## config.mk

```make
export PLATFORM = sky130hd
export DESIGN_NAME = fetch_queue_unit
export DESIGN_NICKNAME = d
export VERILOG_FILES = /design/src/rtl/fetch_queue_unit.sv
export SDC_FILE = /design/constraint.sdc
export NUM_CORES = 1
export LEC_CHECK = 0
export CORE_ASPECT_RATIO = 0.5
export CORE_MARGIN = 2
export CORE_UTILIZATION = 23
export DETAILED_ROUTE_END_ITERATION = 10
export HOLD_SLACK_MARGIN = 0.02
export SYNTH_ARGS = -nofsm -noshare
export SYNTH_HDL_FRONTEND = slang
export SYNTH_SLANG_ARGS = --single-unit
```

## constraint.sdc

```tcl
create_clock -name clock -period 5.7 [get_ports clock]
set_input_delay 1.14 -clock clock [delete_from_list [all_inputs] [get_ports clock]]
set_output_delay 1.14 -clock clock [all_outputs]
set_load 0.01 [all_outputs]
```

## src/rtl/fetch_queue_unit.sv

```systemverilog
// Instruction-fetch stage: owns the PC, reads instruction memory once per cycle and
// buffers {pc, insn} pairs in a small FIFO so decode can stall without losing fetches.
module fetch_queue_unit #(
  parameter int              XLEN     = 32,
  parameter int              ILEN     = 32,
  parameter int              DEPTH    = 4,
  parameter logic [XLEN-1:0] RESET_PC = 32'h0100_0000
) (
  input  logic            clock,
  input  logic            reset,
  input  logic            redirect_valid,
  input  logic [XLEN-1:0] redirect_pc,
  output logic [XLEN-1:0] imem_addr,
  output logic            imem_rd_en,
  input  logic [ILEN-1:0] imem_data,
  output logic            out_valid,
  input  logic            out_ready,
  output logic [XLEN-1:0] out_pc,
  output logic [ILEN-1:0] out_insn
);

  localparam int            PW       = $clog2(DEPTH);
  localparam logic [PW:0]   FULL_CNT = (PW+1)'(DEPTH);
  localparam logic [XLEN-1:0] PC_STEP = XLEN'(4);

  logic [XLEN-1:0] pc;
  logic [XLEN-1:0] pc_q   [DEPTH];
  logic [ILEN-1:0] insn_q [DEPTH];
  logic [PW-1:0]   rd_ptr;
  logic [PW-1:0]   wr_ptr;
  logic [PW:0]     count;
  logic            push;
  logic            pop;

  // Fetch targets are word aligned; the low two bits of a redirect are dropped.
  function automatic logic [XLEN-1:0] align_word(input logic [XLEN-1:0] a);
    return {a[XLEN-1:2], 2'b00};
  endfunction

  assign out_valid  = (count != '0);
  assign pop        = out_valid & out_ready;
  // A full queue can still accept a fetch when the head leaves in the same cycle.
  assign push       = !reset && !redirect_valid && ((count < FULL_CNT) || pop);
  assign imem_rd_en = push;
  assign imem_addr  = pc;
  assign out_pc     = pc_q[rd_ptr];
  assign out_insn   = insn_q[rd_ptr];

  // Control state: PC, pointers and occupancy.
  always_ff @(posedge clock) begin
    if (reset) begin
      pc     <= RESET_PC;
      rd_ptr <= '0;
      wr_ptr <= '0;
      count  <= '0;
    end else if (redirect_valid) begin
      pc     <= align_word(redirect_pc);
      rd_ptr <= '0;
      wr_ptr <= '0;
      count  <= '0;
    end else begin
      if (push) begin
        pc     <= pc + PC_STEP;
        wr_ptr <= wr_ptr + 1'b1;
      end
      if (pop) begin
        rd_ptr <= rd_ptr + 1'b1;
      end
      unique case ({push, pop})
        2'b10:   count <= count + 1'b1;
        2'b01:   count <= count - 1'b1;
        default: count <= count;
      endcase
    end
  end

  // Queue storage carries data only and is never reset.
  always_ff @(posedge clock) begin
    if (push) begin
      pc_q[wr_ptr]   <= pc;
      insn_q[wr_ptr] <= imem_data;
    end
  end

endmodule

```

==> results of run 1 <==
[synthesized netlist by cell type (3+ instances only)]
| cell type | number | share of area |
|---|---|---|
| a211oi_1 | 16 | 0.011 |
| a21oi_1 | 15 | 0.0068 |
| and2_1 | 3 | 0.0017 |
| and3_1 | 8 | 0.0045 |
| buf_2 | 8 | 0.0036 |
| buf_4 | 4 | 0.0027 |
| clkbuf_1 | 16 | 0.0054 |
| dfxtp_1 | 39 | 0.070 |
| edfxtp_1 | 248 | 0.67 |
| ha_1 | 6 | 0.0068 |
| inv_1 | 12 | 0.0041 |
| mux4_2 | 62 | 0.13 |
| nand2_1 | 21 | 0.0071 |
| nand3_1 | 7 | 0.0032 |
| nand4_1 | 10 | 0.0056 |
| nor2_1 | 34 | 0.012 |
| nor3_1 | 6 | 0.0027 |
| nor4_1 | 5 | 0.0028 |
| o21bai_1 | 3 | 0.0020 |
| or3_1 | 5 | 0.0028 |
| xnor2_1 | 16 | 0.013 |
| xor2_1 | 13 | 0.010 |
[layout make-up]
class	count	area, um2
fillers	4639	32800
flip-flops and latches	287	8230
multi-input cells	259	2690
repair buffers	170	1710
well taps	638	798
clock buffers	35	769
clock inverters	19	145
inverters	12	45.0
diodes	2	5.00
[worst max-delay path, cell delays in order]
cell and delay [ps]:
clkdlybuf4s50_1 680, or2_2 550, nor2_1 160, clkdlybuf4s50_1 590
[cell usage in the layout (no fill, tap or decap), drive strengths merged, types with 3 or more instances in the layout]
master         Yosys  layout
inv               12      12
a21oi             15      15
buf               14      11
conb               1       4
or3                5       5
and2               3       3
nor3               7       7
mux4              62      62
nand3              8       8
nor4               7       7
nor2              34      34
a211oi            17      17
clkinv             0      17
ha                 6       6
edfxtp           248     248
nand2             21      21
xnor2             16      16
xor2              13      13
and3               8       8
dfxtp             39      39
o21bai             3       3
nand4             11      11
clkdlybuf4s50      0     159
clkbuf            16      35
[registers in the layout, indices dropped and copies added (netlist names), named ones only]
signal     flops
rd_ptr         2
insn_q       128
pc_q         120
count          3
wr_ptr         2
imem_addr     30
[per-stage QoR]
| step | instances | util |
|---|---|---|
| 6_report | 1422 | 0.305 |
| 5_1_grt | 1422 | 0.305 |
| 4_1_cts | 1420 | 0.305 |
| 3_5_place_dp | 1366 | 0.285 |
| 3_3_place_gp | 1366 | 0.285 |
| 2_1_floorplan | 588 | - |
[worst min path at each step]
stage | slack [ps] | cells after the start | from | to
after global placement | 470 | 2 | wr_ptr[1] | wr_ptr[1]
final | 500 | 2 | wr_ptr[1] | wr_ptr[1]
after CTS | 510 | 2 | wr_ptr[1] | wr_ptr[1]
after global routing | 560 | 2 | wr_ptr[1] | wr_ptr[1]
after detailed placement | 500 | 2 | wr_ptr[1] | wr_ptr[1]
after floorplan | 460 | 2 | wr_ptr[1] | wr_ptr[1]
[layer usage]
layer	wire length [um]	global-route usage	vias up
met5	0	0	-
met4	758	0.0340	0
met3	528	0.0130	42
met2	14500	0.196	80
met1	9290	0.103	3090
li1	-	-	2687
[power by group through the flow]
stage | clock network [mW] | logic (mW) | registers [mW]
floorplan | 0 | 0.109 | 2.42
global placement | 0 | 0.272 | 2.43
detailed placement | 0 | 0.277 | 2.43
CTS | 1.86 | 0.278 | 2.39
global route | 1.95 | 0.291 | 2.39
finish | 1.81 | 0.272 | 2.39
[cell families (layout without fill, tap and decap cells)]
family,count (synthesis),in the layout,share of synthesized area
other cells,1,6,0.000338
xor+xnor,29,29,0.0229
compound gates,42,42,0.0252
flops,287,287,0.742
simple gates,113,113,0.0561
fa+ha+maj,7,7,0.00858
mux,64,64,0.128
buf+inv,42,236,0.0165
==> results list, run 1 <==
* Slack of the worst reg-to-reg path: ~3400 ps
* Kind of launch point of the worst setup path: primary input
- After floorplanning, the core was divided into 56 placement rows.
- Mapped cell area: roughly 11000 um2
- Horizontal extent of the die: between 300 and 400 um
* Worst R2R End: imem_addr[30]
- Setup violations remaining at the end of the flow were counted as 0.
* Number of ports placed on the die boundary: approximately 170
- Transition at the pin with the smallest max-transition slack: between 800 and 900 ps
* Category of the critical setup timing path: in -> out
* Detailed router's first-iteration violation count: 267
* Total negative slack: 0 ps
- Outcome: complete, no violations
- Synthesized area divided by synthesized cell count: 18.9 um2
* Least setup slack across all paths after layout: around 1400 ps
- Post-cts repair resize count: 0
- Of the total power, combinational logic draws 0.061.
* Nets: approximately 840
- Maximum fanout along the worst path: 15
- Measured in cells, the most critical reg-to-reg path has a length of 5.
* Switching fraction of total power: 0.209
* GR Util All Layers: 0.0977
- Pin count of the biggest net entering global routing: between 50 and 60
* Buffers inserted during post-CTS setup optimization: 0
* Worst voltage drop across the vdd grid: roughly 0.25 mV
- Of the total power, the clock network draws 0.406.
- The longest clock path from root to sink contains 3 buffers.
- Final worst path period share: 0.751
- Total number of vias: between 5000 and 6000
- Proportion of layout cells with a drive suffix above 1: 0.165
* Grt total ovfl: 0
- The final hold violation count is 0.
* Half-perimeter wire length after detailed placement: around 16000 um
* Highest achievable clock rate: roughly 230 MHz
- Launching instance or port of the critical path: redirect_valid
- Worst slew margin relative to its limit: 0.414
- Summed over all cells, the static leakage comes to around 4.5 nW.
- The number of different library cells used by synthesis comes to 47.
* Floorplan die area: 50100 um2
* Critical Path Sink Type: output port
- Power spent charging and discharging nets: roughly 930 uW
- Synthesis-to-layout area growth: 29.9%
- The worst register-to-register path begins at imem_addr[11].
* Drc violations: 0
- H-Tree Depth: 1
- Aggregate routed wire length: 25000 um
- Wire length of the first global-routing pass: 37900 um
- Sequential element share of the synthesized area: 0.742
- The count of nets left with antenna violations once routing finished came out at 0.
* RSZ-0062 raised after global routing: false
* Clock insertion delay at the later pin of the skew report: approximately 550 ps
* Clk sink count: roughly 290
- At the end of routability-driven placement, the weighted congestion stood at ~0.8.
* Routed length per instance: around 18 um
- Final instance area: approximately 14000 um2
* Pre-CTS WS: between 1000 and 1500 ps
- Clock-pin slew on the worst setup and hold paths: 60 ps
- Post-route total power: ~4.5 mW
* Power density over the cells: 311 nW/um2
- For this configuration, the core starts out at a cell density of 0.235.
- The final number of max-transition violations came to 0.
* Internal power contribution: roughly 3.5 mW
* Max-capacitance violation count: 0
- Number of synthesized register bits: ~290
* Root Buffer Master: clkbuf_16
- Clock tree from TritonCTS: done
* Count of flip-flops with a built-in enable after synthesis: ~250
- Crit path DAT: ~3100 ps
- Buffers placed on the I/O ports in this run total ~160.
- After floorplanning, the core was sized to cover between 40000 and 50000 um2.
- Initial antenna violation count: 2
- The die is about 160 um tall.
- Hold repair after CTS inserted 0 buffers.
- Detail-routed via count per cell: slightly above 4
- Buffers inserted during clock tree synthesis total 30.
- Data required, critical path: between 4000 and 5000 ps
- Hold slack final: around 500 ps
- Number of global-route vias before repair: between 6000 and 7000
- Warning count from the yosys run: 0
- Post-synthesis cell count: roughly 590
* Placed inst area: about 13000 um2
- For this run, asynchronously set or reset flops after synthesis account for 0.
- The most critical setup path has its endpoint at imem_rd_en.
- The first detailed-routing pass ran for 6 iterations.
* Setup clock skew after layout: approximately 8.7 ps
- Sequential group share of total power: 0.533
- The worst path in the final design needs a cycle of around 4300 ps, including I/O delays and setup.
* Path class of the lowest-slack min-delay path: reg -> reg
- Main synth FF type: edfxtp_1
No activity file was read; power rests on OpenSTA's default activity.
==> run 2, diff against run 1 <==
==> constraint.sdc (replaced) <==
create_clock -name clock -period 4.25 [get_ports clock]
set_input_delay 0.85 -clock clock [delete_from_list [all_inputs] [get_ports clock]]
set_output_delay 0.85 -clock clock [all_outputs]
set_load 0.01 [all_outputs]
==> run 2 against run 1 <==
- routed wire length barely moved
- clock skew up 3.4 ps
- global-route usage increased by 0.14 points
- critical path type is now reg -> out
- highest routed layer unchanged
==> results list, run 2 (same netlist as run 1, synthesis figures left out) <==
- Outcome: complete, no violations
- Prior to clock tree synthesis, the placed netlist has a worst setup slack of 825 ps.
* Cells after DPL: 1369
- In the routed layout, each cell is associated on average with a via count of 4.14.
- Once the clock tree was built, the resizer swapped 0 gates to a different size.
- After floorplanning, the core was sized to cover ~47000 um2.
- Clock insertion delay at the later pin of the skew report: between 500 and 600 ps
- Input and output buffers added on the ports amount to around 160.
- Worst voltage drop across the vdd grid: around 0.27 mV
- Measured against its own limit, the worst slew margin works out to 0.388.
* Maximum fanout along the worst path: 25
- Entering global routing, the biggest net connects between 50 and 60 pins.
- The path with the worst hold slack has its endpoint at wr_ptr[1].
- Nets: 838
- Largest register by flop count: insn_q
- Final worst path period share: 0.833
- Hold slack final: approximately 500 ps
- Minimum clock period: about 3500 ps
- Traced cell by cell, the critical path runs through buf_4, mux4_2, clkdlybuf4s50_1.
- Synthesis-to-layout area growth: 31.2%
- STA puts the critical path data arrival time at about 2700 ps.
* Final Hold Viols: 0
* Start point of the worst min-delay path: wr_ptr[1]
* H-Tree Depth: 1
- Routability cong.: 0.783
* Detailed router's first-iteration violation count: around 240
- Std-Cell Rows: between 50 and 60
- In the global route stage, overall resource usage came out at 0.0991.
- Commonest non-fill, non-tap cells in the layout: edfxtp_1 (248), clkdlybuf4s50_1 (159), mux4_2 (62), dfxtp_1 (37), nor2_1 (34)
- By startpoint and endpoint, the worst setup path is classified as reg -> out.
* Root Buffer Master: clkbuf_16
* Fillers: 4610
- Data required, critical path: ~3400 ps
* Worst R2R End: imem_addr[30]
- After routing the design area is between 10000 and 15000 um2.
- Clk sink count: 287
- Master of the slowest instance on the critical path: dfxtp_4
* Flip-flop count of the largest register after layout: 128
- Clock skew on the completed layout was measured at 12.2 ps.
- Cell depth of the worst flop-to-flop path: 5
- Total iterations of the first detailed-routing run: 6
* Die height: between 150 and 200 um
* Buffers inserted during post-CTS setup optimization: 0
* Commonest non-fill, non-tap cell in the layout: edfxtp_1
- The die is 314 um wide.
- Initial core utilization: 0.235
* Least setup slack across all paths after layout: 708 ps
* Proportion of layout cells with a drive suffix above 1: 0.172
- Timing would allow up to roughly 280 MHz.
- Wire length of the first global-routing pass: about 38000 um
- Pins over their slew limit: 0
- At the pin with the least slew margin, the transition time is approximately 910 ps.
* Path class of the lowest-slack min-delay path: reg -> reg
- In this run the cell area measured after placement is 13500 um2.
- P_leak: 4.50 nW
* Grt total ovfl: 0
- Critical Path Sink Type: output port
* Initial antenna violation count: 3
- Max-capacitance violation count: 0
* Total negative slack: 0 ps
* Kind of launch point of the worst setup path: flip-flop
* Inserted Clock Buffers: 30
- Slack of the worst reg-to-reg path: ~1800 ps
- Clock-pin slew on the worst setup and hold paths: 60 ps
- Final cell count without fillers: about 1400
* Slowest Stage Delay on Critical Path: around 700 ps
- Number of cells on the worst hold path: 2
* Half-perimeter wire length after detailed placement: about 16000 um
- TritonCTS built the clock tree.
- Number of ports placed on the die boundary: between 150 and 200
* Number of routed nets with antenna violations: 0
* Total number of vias: 5911
- Floorplan die area: between 50000 and 60000 um2
- Deepest clock path buffer count: 3
- After detailed routing, the number of remaining DRC violations is 0.
* Power density over the cells: 429 nW/um2
- Setup Viol. Count Final: 0
- Count of hold buffers inserted by post-cts repair: 0
- Setup repair after global routing left no endpoint under its margin.
* Routed length per instance: 17.5 um
- Reg-to-reg startpoint: imem_addr[5]
- After detailed routing, the total wire length is approximately 25000 um.
- Number of global-route vias before repair: 6339
[run 2: cell types whose count changed in the layout (fill, tap and decap cells not counted), moves of 2 or more]
| cell | previous run | this run |
|---|---|---|
| buf_4 | 8 | 10 |
| clkbuf_8 | 0 | 3 |
| clkinv_2 | 7 | 1 |
| clkinv_1 | 9 | 7 |
| clkinvlp_4 | 0 | 4 |
| bufinv_16 | 2 | 4 |
[run 2: where the power goes]
group          switching (mW)  total, mW  internal, mW
Combinational           0.163      0.368         0.205
Clock                    1.05       2.67          1.62
Sequential             0.0618       3.20          3.14
[run 2: layout make-up]
type | count | area [um2] | share of cell area
clock buffers | 40 | 840 | 0.0577
diodes | 3 | 7.51 | 0.000516
flip-flops and latches | 287 | 8230 | 0.566
clock inverters | 16 | 181 | 0.0125
well taps | 638 | 798 | 0.0549
inverters | 12 | 45.0 | 0.00310
multi-input cells | 259 | 2690 | 0.185
repair buffers | 173 | 1750 | 0.120
[run 2: worst max-delay path, delay by kind of cell (launching register included)]
family | cells | cell delay, ps
buffers and inverters | 2 | 850
flip-flops | 1 | 710
multiplexers | 1 | 550
[run 2: through the flow]
| stage | util | power (mW) |
|---|---|---|
| 6_report | 0.308 | 6.24 |
| 5_1_grt | 0.308 | 6.45 |
| 4_1_cts | 0.308 | 6.30 |
| 3_5_place_dp | 0.286 | 3.63 |
| 3_3_place_gp | 0.286 | 3.62 |
| 2_1_floorplan | - | 3.39 |
[run 2: worst max-delay path by stage]
| stage | slack [ps] | from | cells after the start | endpoint |
|---|---|---|---|---|
| 5_1_grt | 530 | flip-flop | 3 | out_pc[13] |
| 4_1_cts | 590 | flip-flop | 3 | out_insn[22] |
| 3_5_place_dp | 820 | reset | 4 | imem_rd_en |
| 6_report | 710 | flip-flop | 3 | out_pc[27] |
| 3_3_place_gp | 810 | reset | 4 | imem_rd_en |
| 2_1_floorplan | 1180 | reset | 2 | insn_q[0][0] |
[run 2: layer usage]
layer | wire length [um] | vias up | GRT usage
met5 | 0 | - | 0
met4 | 770 | 0 | 0.0368
met3 | 564 | 49 | 0.0141
met2 | 14400 | 88 | 0.195
met1 | 9250 | 3079 | 0.107
li1 | - | 2695 | -
==> run 3, diff against run 2 <==
==> constraint.sdc (replaced) <==
create_clock -name clock -period 3.7 [get_ports clock]
set_input_delay 0.74 -clock clock [delete_from_list [all_inputs] [get_ports clock]]
set_output_delay 0.74 -clock clock [all_outputs]
set_load 0.01 [all_outputs]
==> run 3 against run 2 <==
- critical endpoint unchanged
- count of clock-buffer cells in the layout up 8
- register-to-register slack got worse by 520 ps
- setup slack got worse by 390 ps
- via count increased by 0.88%
- critical path depth unchanged
- global-route usage up 0.25 points
==> results list, run 3 (same netlist as run 1, synthesis figures left out) <==
* Outcome: complete, no violations
* Number of routed nets with antenna violations: 0
- During placement, the flow inserted port buffers numbering 159.
- Setup clock skew after layout: 16.0 ps
- Synthesis-to-layout area growth: 31.2%
- Fraction of the core area covered by cells at the end of the flow: 0.308
- Across the run, the number of max-cap violations was 0.
- The setup path with the least slack is of type reg -> out.
* Half-perimeter wire length after detailed placement: 16800 um
* GR Util All Layers: 0.102
* Fillers: around 4600
* Initial antenna violation count: 3
* Count of hold buffers inserted by post-cts repair: 0
- The final hold violation count came to 0.
- Drc violations: 0
- Flip-flop count of the largest register after layout: 128
* Crit path DAT: roughly 2600 ps
- For this design the static power due to leakage is around 4.5 nW.
* Total iterations of the first detailed-routing run: 4
- Of the available clock period, the critical path in the final layout requires 0.915.
* Die height: roughly 160 um
- Post-cts repair resize count: 0
* Number of global-route vias before repair: roughly 6400
- The die covers 50100 um2.
* Number of ports placed on the die boundary: ~170
* Bufs and invs on worst path: 2
- For the pin with the worst max-slew slack, the measured transition is 907 ps.
* Initial core utilization: 0.235
- VDD sags by at most between 0.2 and 0.25 mV.
- The floorplan has 56 rows.
- Maximum fanout along the worst path: 20
* Highest achievable clock rate: about 300 MHz
- The signal on the critical path passes through buf_4, mux4_2, clkdlybuf4s50_1.
- Measured against its own limit, the worst slew margin works out to 0.390.
* Path class of the lowest-slack min-delay path: reg -> reg
* Grt total ovfl: 0
- Ranked by flip-flop count, first place goes to insn_q.
* Pin count of the biggest net entering global routing: 44
* Horizontal extent of the die: approximately 310 um
- Setup violations remaining at the end of the flow were counted as 0.
- The core region is around 47000 um2.
- Dividing the detail-routed wire length by the instance count gives 18.0 um.
- Clock tree synthesis found a total of approximately 290 sinks.
* Kind of launch point of the worst setup path: flip-flop
- Minimum clock period: between 3000 and 4000 ps
- Setup repair after global routing left no endpoint under its margin.
* Inserted Clock Buffers: 30
- Clock-pin slew on the worst setup and hold paths: around 60 ps
* Wire length of the first global-routing pass: between 30000 and 40000 um
- Clock insertion delay at the later pin of the skew report: 550 ps
- Nets: between 800 and 900
* Critical path's top delay family: buffers and inverters
- Detailed router's first-iteration violation count: 247
* H-Tree Depth: 1
* Power density over the cells: between 400 and 500 nW/um2
- Routed metal-1 wire length: 9580 um
- Pins over their slew limit: 0
- Met2 wire len: ~15000 um
- Proportion of layout cells with a drive suffix above 1: 0.173
* Data required, critical path: 2960 ps
* Total negative slack: 0 ps
* Commonest non-fill, non-tap cell in the layout: edfxtp_1
- Aggregate routed wire length: about 26000 um
- Leaving out fill and tap cells, the most frequent cells in the layout are edfxtp_1 (248), clkdlybuf4s50_1 (159), mux4_2 (62), dfxtp_1 (37), nor2_1 (34).
- Critical Path Sink Type: output port
* Highest routed layer: met4
* Slack of the worst reg-to-reg path: between 1000 and 1500 ps
- Master of the slowest instance on the critical path: dfxtp_4
* Total number of vias: approximately 6000
* Routability cong.: between 0.8 and 0.9
* Routed wire length on met3: roughly 560 um
* Buffers inserted during post-CTS setup optimization: 0
* Root Buffer Master: clkbuf_16
- The longest clock path from root to sink contains 3 buffers.
- Hold slack final: between 500 and 600 ps
- The largest single stage delay on the critical path is 650 ps.
- Dividing the detail-routed via count by the number of cells gives 4.16.
- Clock tree from TritonCTS: done
run 3: cell types whose count changed in the layout (fill, tap and decap cells not counted), sizes merged:
cell / before / now
buf: 14 / 20
bufinv: 4 / 2
clkbuf: 40 / 48
clkinv: 8 / 5
clkinvlp: 4 / 1
run 3: worst paths after layout:
check | to | startpoint | cells after the start
setup / recovery | out_pc[27] | flip-flop | 3
hold / removal | wr_ptr[1] | wr_ptr[1] | 2
setup reg to reg | imem_addr[27] | imem_addr[5] | 5
hold reg to reg | wr_ptr[1] | wr_ptr[1] | 2
run 3: power breakdown:
part           internal, mW  switching, mW  total (mW)
clock network          1.72           1.17        2.89
registers              3.60         0.0716        3.67
logic                 0.239          0.192       0.431
total                  5.56           1.44        7.00
run 3: area by class of cell:
class	count	area, um2	area share
antenna	3	7.51	0.000516
sequential	287	8230	0.566
inverter	12	45.0	0.00310
clock inverter	8	90.1	0.00620
clock buffer	48	860	0.0591
multi-input combinational	259	2690	0.185
timing repair buffer	179	1820	0.125
tap	638	798	0.0549
run 3: per-layer routing:
layer / GRT usage / vias to the layer above
met5: 0 / -
met4: 0.0411 / 0
met3: 0.0139 / 46
met2: 0.200 / 91
met1: 0.108 / 3116
li1: - / 2710
run 3: through the flow:
step	instance area (um2)	instances	setup WS [ps]	power [mW]
2_1_floorplan	11100	588	743	3.90
3_3_place_gp	13600	1375	587	4.16
3_5_place_dp	13600	1375	624	4.18
4_1_cts	14500	1431	217	7.07
5_1_grt	14500	1434	163	7.24
6_report	14500	1434	316	7.00
run 3: worst register-to-register path, cell delays in order, from the launching register on:
cell and delay [ps]:
dfxtp_1 590, nand4_1 240, nor4_2 800, nand3_1 290
xnor2_1 220, a211oi_1 220
